===== src/rtl/tmds_channel_decoder_if.sv =====
// Signal bundle between a 1:10 deserializer channel and its TMDS decoder.
interface tmds_channel_decoder_if;
    // Streaming link with no handshake: the slave takes raw on every clock and
    // presents one decoded symbol per clock; there is no valid/ready back-pressure.
    logic [9:0] raw;
    logic [7:0] data;
    logic [1:0] ctrl;
    logic       de;
    logic       locked;
    logic [3:0] offset;
    logic [3:0] terc4;
    logic       terc4_valid;
    logic       fsm_state;

    modport master (output raw,
                    input  data, ctrl, de, locked, offset, terc4, terc4_valid, fsm_state);
    modport slave  (input  raw,
                    output data, ctrl, de, locked, offset, terc4, terc4_valid, fsm_state);
endinterface


===== src/rtl/tmds_channel_decoder.sv =====
// TMDS channel decoder: bit-slip alignment on control-token runs, then symbol decode.
// Optional TERC4 data-island decode is built when TMDS_CHANNEL_DECODER_TERC4_EN is defined.
module tmds_channel_decoder #(
    parameter int LOCK_COUNT = 8,
    parameter int TIMEOUT    = 4096
) (
    input logic clk,
    input logic rst,
    tmds_channel_decoder_if.slave bus
);
    localparam int TW = $clog2(LOCK_COUNT + 1);
    localparam int IW = $clog2(TIMEOUT + 1);

    typedef enum logic {SEARCH = 1'b0, LOCKED = 1'b1} state_t;

    state_t         state;
    logic           locked;
    logic [3:0]     offset;
    logic [TW-1:0]  tok_cnt;
    logic [IW-1:0]  idle_cnt;
    logic           flush;
    logic [9:0]     prev;
    logic [9:0]     sym1;
    logic [19:0]    window;
    logic [9:0]     sym;
    logic           tok_hit;
    logic [1:0]     tok_val;
    logic [7:0]     d;
    logic [7:0]     dec;
    logic [7:0]     data_r;
    logic [1:0]     ctrl_r;
    logic           de_r;

    assign window = {bus.raw, prev};

    always_comb begin
        sym = window[9:0];
        for (int i = 1; i < 10; i++)
            if (offset == 4'(i)) sym = window[i +: 10];
    end

    always_ff @(posedge clk) begin
        if (rst) begin
            prev <= '0;
            sym1 <= '0;
        end else begin
            prev <= bus.raw;
            sym1 <= sym;
        end
    end

    always_comb begin
        tok_hit = 1'b1;
        tok_val = 2'b00;
        case (sym1)
            10'b1101010100: tok_val = 2'b00;
            10'b0010101011: tok_val = 2'b01;
            10'b0101010100: tok_val = 2'b10;
            10'b1010101011: tok_val = 2'b11;
            default:        tok_hit = 1'b0;
        endcase
    end

    always_comb begin
        d      = sym1[9] ? ~sym1[7:0] : sym1[7:0];
        dec    = '0;
        dec[0] = d[0];
        for (int i = 1; i < 8; i++)
            dec[i] = sym1[8] ? (d[i] ^ d[i-1]) : ~(d[i] ^ d[i-1]);
    end

    always_ff @(posedge clk) begin
        if (rst) begin
            de_r   <= 1'b0;
            data_r <= '0;
            ctrl_r <= '0;
        end else if (tok_hit) begin
            de_r   <= 1'b0;
            data_r <= '0;
            ctrl_r <= tok_val;
        end else begin
            de_r   <= 1'b1;
            data_r <= dec;
        end
    end

    // After a slip, stage 1 still holds a symbol cut at the old offset; skip it.
    always_ff @(posedge clk) begin
        if (rst) begin
            state    <= SEARCH;
            locked   <= 1'b0;
            offset   <= '0;
            tok_cnt  <= '0;
            idle_cnt <= '0;
            flush    <= 1'b0;
        end else begin
            flush <= 1'b0;
            if (!flush) begin
                if (idle_cnt == IW'(TIMEOUT)) begin
                    state    <= SEARCH;
                    locked   <= 1'b0;
                    offset   <= (offset == 4'd9) ? 4'd0 : offset + 4'd1;
                    tok_cnt  <= '0;
                    idle_cnt <= '0;
                    flush    <= 1'b1;
                end else if (tok_hit) begin
                    idle_cnt <= '0;
                    if (state == SEARCH) begin
                        if (tok_cnt != TW'(LOCK_COUNT)) tok_cnt <= tok_cnt + TW'(1);
                        if (tok_cnt == TW'(LOCK_COUNT - 1)) begin
                            state  <= LOCKED;
                            locked <= 1'b1;
                        end
                    end
                end else begin
                    tok_cnt <= '0;
                    if (idle_cnt != IW'(TIMEOUT)) idle_cnt <= idle_cnt + IW'(1);
                end
            end
        end
    end

    assign bus.de        = de_r & locked;
    assign bus.data      = locked ? data_r : 8'h00;
    assign bus.ctrl      = locked ? ctrl_r : 2'b00;
    assign bus.locked    = locked;
    assign bus.offset    = offset;
    assign bus.fsm_state = state;

`ifdef TMDS_CHANNEL_DECODER_TERC4_EN
    logic       t4_hit;
    logic [3:0] t4_val;
    logic [3:0] t4_r;
    logic       t4v_r;

    always_comb begin
        t4_hit = 1'b1;
        t4_val = 4'h0;
        case (sym1)
            10'b1010011100: t4_val = 4'h0;
            10'b1001100011: t4_val = 4'h1;
            10'b1011100100: t4_val = 4'h2;
            10'b1011100010: t4_val = 4'h3;
            10'b0101110001: t4_val = 4'h4;
            10'b0100011110: t4_val = 4'h5;
            10'b0110001110: t4_val = 4'h6;
            10'b0100111100: t4_val = 4'h7;
            10'b1011001100: t4_val = 4'h8;
            10'b0100111001: t4_val = 4'h9;
            10'b0110011100: t4_val = 4'hA;
            10'b1011000110: t4_val = 4'hB;
            10'b1010001110: t4_val = 4'hC;
            10'b1001110001: t4_val = 4'hD;
            10'b0101100011: t4_val = 4'hE;
            10'b1011000011: t4_val = 4'hF;
            default:        t4_hit = 1'b0;
        endcase
    end

    always_ff @(posedge clk) begin
        if (rst) begin
            t4_r  <= '0;
            t4v_r <= 1'b0;
        end else begin
            t4_r  <= t4_hit ? t4_val : 4'h0;
            t4v_r <= t4_hit;
        end
    end

    assign bus.terc4       = locked ? t4_r : 4'h0;
    assign bus.terc4_valid = t4v_r & locked;
`else
    assign bus.terc4       = 4'h0;
    assign bus.terc4_valid = 1'b0;
`endif
endmodule


===== src/flat_wrapper.sv =====
// flat-port wrapper written by rule: the top's interface ports become plain ports
module tmds_channel_decoder_flat 
#(
    parameter int LOCK_COUNT = 8,
    parameter int TIMEOUT    = 4096
)
  (clk, rst, bus_raw, bus_data, bus_ctrl, bus_de, bus_locked, bus_offset, bus_terc4, bus_terc4_valid, bus_fsm_state);
  tmds_channel_decoder_if bus_i ();
  input logic clk;
  input logic rst;
  input wire logic [$bits(bus_i.raw)-1:0] bus_raw;
  output wire logic [$bits(bus_i.data)-1:0] bus_data;
  output wire logic [$bits(bus_i.ctrl)-1:0] bus_ctrl;
  output wire logic [$bits(bus_i.de)-1:0] bus_de;
  output wire logic [$bits(bus_i.locked)-1:0] bus_locked;
  output wire logic [$bits(bus_i.offset)-1:0] bus_offset;
  output wire logic [$bits(bus_i.terc4)-1:0] bus_terc4;
  output wire logic [$bits(bus_i.terc4_valid)-1:0] bus_terc4_valid;
  output wire logic [$bits(bus_i.fsm_state)-1:0] bus_fsm_state;
  assign bus_i.raw = bus_raw;
  assign bus_data = bus_i.data;
  assign bus_ctrl = bus_i.ctrl;
  assign bus_de = bus_i.de;
  assign bus_locked = bus_i.locked;
  assign bus_offset = bus_i.offset;
  assign bus_terc4 = bus_i.terc4;
  assign bus_terc4_valid = bus_i.terc4_valid;
  assign bus_fsm_state = bus_i.fsm_state;
  tmds_channel_decoder #(.LOCK_COUNT(LOCK_COUNT), .TIMEOUT(TIMEOUT)) u_core (.clk(clk), .rst(rst), .bus(bus_i));
endmodule

===== config.mk =====
export PLATFORM = sky130hd
export DESIGN_NAME = tmds_channel_decoder_flat
export DESIGN_NICKNAME = d
export VERILOG_FILES = /design/src/rtl/tmds_channel_decoder_if.sv /design/src/rtl/tmds_channel_decoder.sv /design/src/flat_wrapper.sv
export SDC_FILE = /design/constraint.sdc
export NUM_CORES = 1
export LEC_CHECK = 0
export CORE_UTILIZATION = 45
export DETAILED_ROUTE_END_ITERATION = 12
export PLACE_DENSITY_LB_ADDON = 0.1
export SETUP_SLACK_MARGIN = 0.1
export SLEW_MARGIN = 20
export SYNTH_ARGS = -nofsm -noshare
export SYNTH_HDL_FRONTEND = slang
export SYNTH_SLANG_ARGS = --single-unit
export TNS_END_PERCENT = 30

===== constraint.sdc =====
create_clock -name clk -period 2 [get_ports clk]
set_input_delay 0.2 -clock clk [delete_from_list [all_inputs] [get_ports clk]]
set_output_delay 0.2 -clock clk [all_outputs]
set_load 0.05 [all_outputs]

==> reports/qor.yml <==
outcome:
  status: "complete, no violations"
layout:
  regArea_mm2: 0.00111
  drive_gt1_share_pct: 16.5
  num-fill-cells: 707
  final_nets: 494
  multi_input_area_mm2: 0.00214
  areaGrowthSynthToFinish_pct: 17.8
  antennaDiodeCount: 0
setup_path:
  worstSetupPathType: "flip-flop to flip-flop"
  crit_path_end_kind: "flip-flop"
  regToRegStartpoint: "u_core.idle_cnt[0]$_SDFFE_PP0N_"
  worst_r2r_endpoint: "u_core.bus.offset[1]$_SDFFE_PP0P_"
  worstPathArrival_ns: 2.08
  cpPeakStageDelay_ns: 0.41
  cp_max_fo: 5
  slowest_stage: "and4b_1"
  start_kind: "flip-flop"
  cp_cell_sequence: "inv_1 -> ha_1 -> nor4b_2 -> and4b_1 -> nand2_4 -> or3_4 -> a21oi_2"
  rrSetupSlack_ns: 0.18
  ff2ff_path_depth: 7
  crit_family: "simple AND/OR/NAND/NOR gates"
  cp.required_ns: 2.26
  critPathBufInv: 1
sta:
  hold_violations: 0
  rsz0062_at_grt: "yes"
  setup_ws_ns: 0.180
  finalSetupTns_ns: 0
  max_freq_mhz: 549
  drv_slew: 0
  finClkSkew_ns: 0.00690
  hold_slack_ns: 0.425
  min_period_over_period_pct: 91.0
  finalCriticalPeriod_ns: 1.82
  slew_headroom_pct: 63.7
  setup_viol: 0
  worst_pin_slew_ns: 0.538
yosys:
  synth_edf_count: 0
  async_reset_ff_share_pct: 0
  ys_seq_area_share_pct: 31.5
  ys_warn_count: 0
  synth.distinct_cells: 61
  syn-mean-instance-area_um2: 8.01
  syn_area_mm2: 0.00349
  synth_seq_cells: 55
  netlist_instances: 436
  yosys_most_used_dff: "dfxtp_1"
placed_design:
  hpwl_mm: 6.69
  routabilityCongestion: 0.931
  pre_cts_ws_ns: 0.0691
  port_buffers: 28
route:
  vias: 3219
  ant_nets: 0
  drt_wl_total_mm: 9.09
  wl_per_cell_um: 15.9
  drt_iter0_drc: 264
  drcViolationCount: 0
  vias_per_cell: 5.63
  drtPass1Iterations: 6
floorplan:
  coreArea_mm2: 0.00737
  die_h_um: 90.1
  die_w_um: 90.1
  start_util_pct: 47.4
  dieArea_mm2: 0.00812
  pin_count: 34
  fp-row-count: 31
clocking:
  cts.path.max_buffers: 2
  clkLatencyLatePin_ns: 0.32
  cts_hold_buf: 0
  cts_buffers: 5
  cts_tree: "yes"
  path_clk_slew_ns: 0.11
  cts_sinks: 55
  cts_root_buf: "clkbuf_8"
  htreeDepth: 2
global_routing:
  grt-ovfl-total: 0
  grt.total_usage_pct: 22.7
  grt_pass1_vias: 3001
  antenna_found_initial: 0
  grt_max_degree: 24
  grt_pass1_wl_mm: 15.0
power:
  p_leak_uw: 0.00154
  p_per_area_mw_per_mm2: 507
  vdd_ir_drop_max_v: 0.000400
flow_run:
  maxCapViolCount: 0
hold_path:
  hold_path_class: "primary input to flip-flop"
  hold_end: "u_core.prev[9]$_SDFF_PP0_"
  min_path_cells: 2
  worstHoldStart: "bus_raw[9]"
==> area by class of cell <==
| cell class | instances | share of cell area [%] |
|---|---|---|
| Clock buffer | 5 | 1.67 |
| Inverter | 17 | 1.55 |
| Sequential cell | 55 | 26.9 |
| Multi-Input combinational cell | 330 | 52.1 |
| Timing Repair Buffer | 63 | 14.1 |
| Tap cell | 99 | 3.01 |
| Clock inverter | 3 | 0.669 |
==> kinds of logic (layout without fill, tap and decap cells) <==
| logic type | Yosys count | after routing | share of synthesized area [%] |
|---|---|---|---|
| XOR/XNOR | 28 | 28 | 7.02 |
| flip-flops | 55 | 55 | 31.5 |
| other | 1 | 5 | 0.107 |
| multiplexers | 17 | 17 | 4.98 |
| adder cells (fa/ha/maj) | 10 | 10 | 3.58 |
| AND/OR/NAND/NOR | 164 | 164 | 25.9 |
| AO/OA/AOI/OAI | 106 | 106 | 18.8 |
| buffers and inverters | 55 | 88 | 8.10 |
==> layout by cell type (no fill, tap or decap), drive strengths merged, types with 5 or more instances in the layout <==
cell and n:
a21oi 34, a31oi 8, and2 14, and3 6, buf 50, clkbuf 5, clkdlybuf4s50 13, conb 5
dfxtp 55, ha 10, inv 18, mux2i 14, nand2 25, nand2b 8, nand3 12, nor2 43
nor2b 26, nor3 11, o21ai 25, o22ai 10, xnor2 16, xor2 12
==> report_power, final <==
part	internal [µW]	switching, µW	total, µW
Combinational	103	127	229
Sequential	1140	34.5	1170
Clock	259	425	684
==> per-layer routing <==
metal / track usage, % / share of wire [%] / vias to the layer above
li1: - / - / 1580
met3: 3.55 / 6.8 / 19
met1: 31.2 / 47 / 1485
met2: 36.8 / 45 / 135
met5: 0 / 0 / -
met4: 6.59 / 1.6 / 0
==> synth_stat cells (all sizes together) (2+ instances only) <==
cell type / number / area, µm²
o21a: 2 / 15.0
a2111oi: 2 / 17.5
buf: 25 / 160
and4b: 2 / 20.0
xnor2: 16 / 140
o32ai: 2 / 17.5
nor2b: 26 / 163
ha: 10 / 125
nor4: 4 / 31.3
clkbuf: 13 / 58.8
nor3: 11 / 60.1
nor4b: 3 / 38.8
nand2: 25 / 101
nor2: 43 / 164
xor2: 12 / 105
a31oi: 8 / 50.1
o211ai: 2 / 15.0
a211oi: 4 / 30.0
inv: 17 / 63.8
a221oi: 3 / 26.3
dfxtp: 55 / 1100
nand3: 12 / 70.1
o31ai: 4 / 30.0
mux2: 3 / 33.8
nand4: 3 / 18.8
a221o: 3 / 30.0
o221ai: 2 / 17.5
and2: 14 / 87.6
and3: 6 / 37.5
nand2b: 8 / 50.1
a21oi: 34 / 174
o22ai: 10 / 62.6
o21ai: 25 / 125
mux2i: 14 / 140
==> sequential cells by signal, indices dropped and copies added, names as in the netlist, 2 cells and up <==
| signal | count |
|---|---|
| u_core.idle_cnt | 13 |
| u_core.prev | 10 |
| u_core.sym1 | 10 |
| u_core.data_r | 8 |
| u_core.bus.offset | 4 |
| u_core.tok_cnt | 4 |
| u_core.ctrl_r | 2 |
==> worst reg2reg max path: stages (launching register included) <==
cell     delay [ns]
dfxtp_1        0.35
inv_1          0.07
ha_1           0.14
nor4b_2        0.22
and4b_1        0.41
nand2_4        0.08
or3_4          0.37
a21oi_2        0.13
==> metrics by stage <==
stage	std cells	total power (µW)	util, %	instance area (µm²)
after detailed placement	564	1420	54.2	3990
after global placement	564	1420	54.2	3990
after floorplan	440	1340	-	3510
after global routing	572	2170	55.8	4110
final	572	2080	55.8	4110
after CTS	572	2100	55.5	4090
==> worst max path at each step <==
stage / from / to / slack (ns) / cells past startpoint
6_report: u_core.idle_cnt[0]$_SDFFE_PP0N_ / u_core.bus.offset[1]$_SDFFE_PP0P_ / 0.18 / 7
5_1_grt: u_core.bus.offset[1]$_SDFFE_PP0P_ / u_core.sym1[3]$_SDFF_PP0_ / 0.05 / 7
4_1_cts: u_core.sym1[2]$_SDFF_PP0_ / u_core.idle_cnt[1]$_SDFFE_PP0N_ / 0.09 / 7
3_5_place_dp: u_core.bus.offset[3]$_SDFFE_PP0P_ / u_core.sym1[3]$_SDFF_PP0_ / 0.07 / 4
3_3_place_gp: u_core.bus.offset[3]$_SDFFE_PP0P_ / u_core.sym1[3]$_SDFF_PP0_ / 0.09 / 4
2_1_floorplan: u_core.bus.offset[1]$_SDFFE_PP0P_ / u_core.sym1[2]$_SDFF_PP0_ / 0.11 / 8
==> what timing repair did <==
action	CTS	global route
pin swaps	0	1
gates resized for setup	1	7
hold endpoints to repair	0	0
endpoints found under the setup margin	5	23
buffers inserted	0	0
cloned	0	0
(Power assumes the default switching activity.)
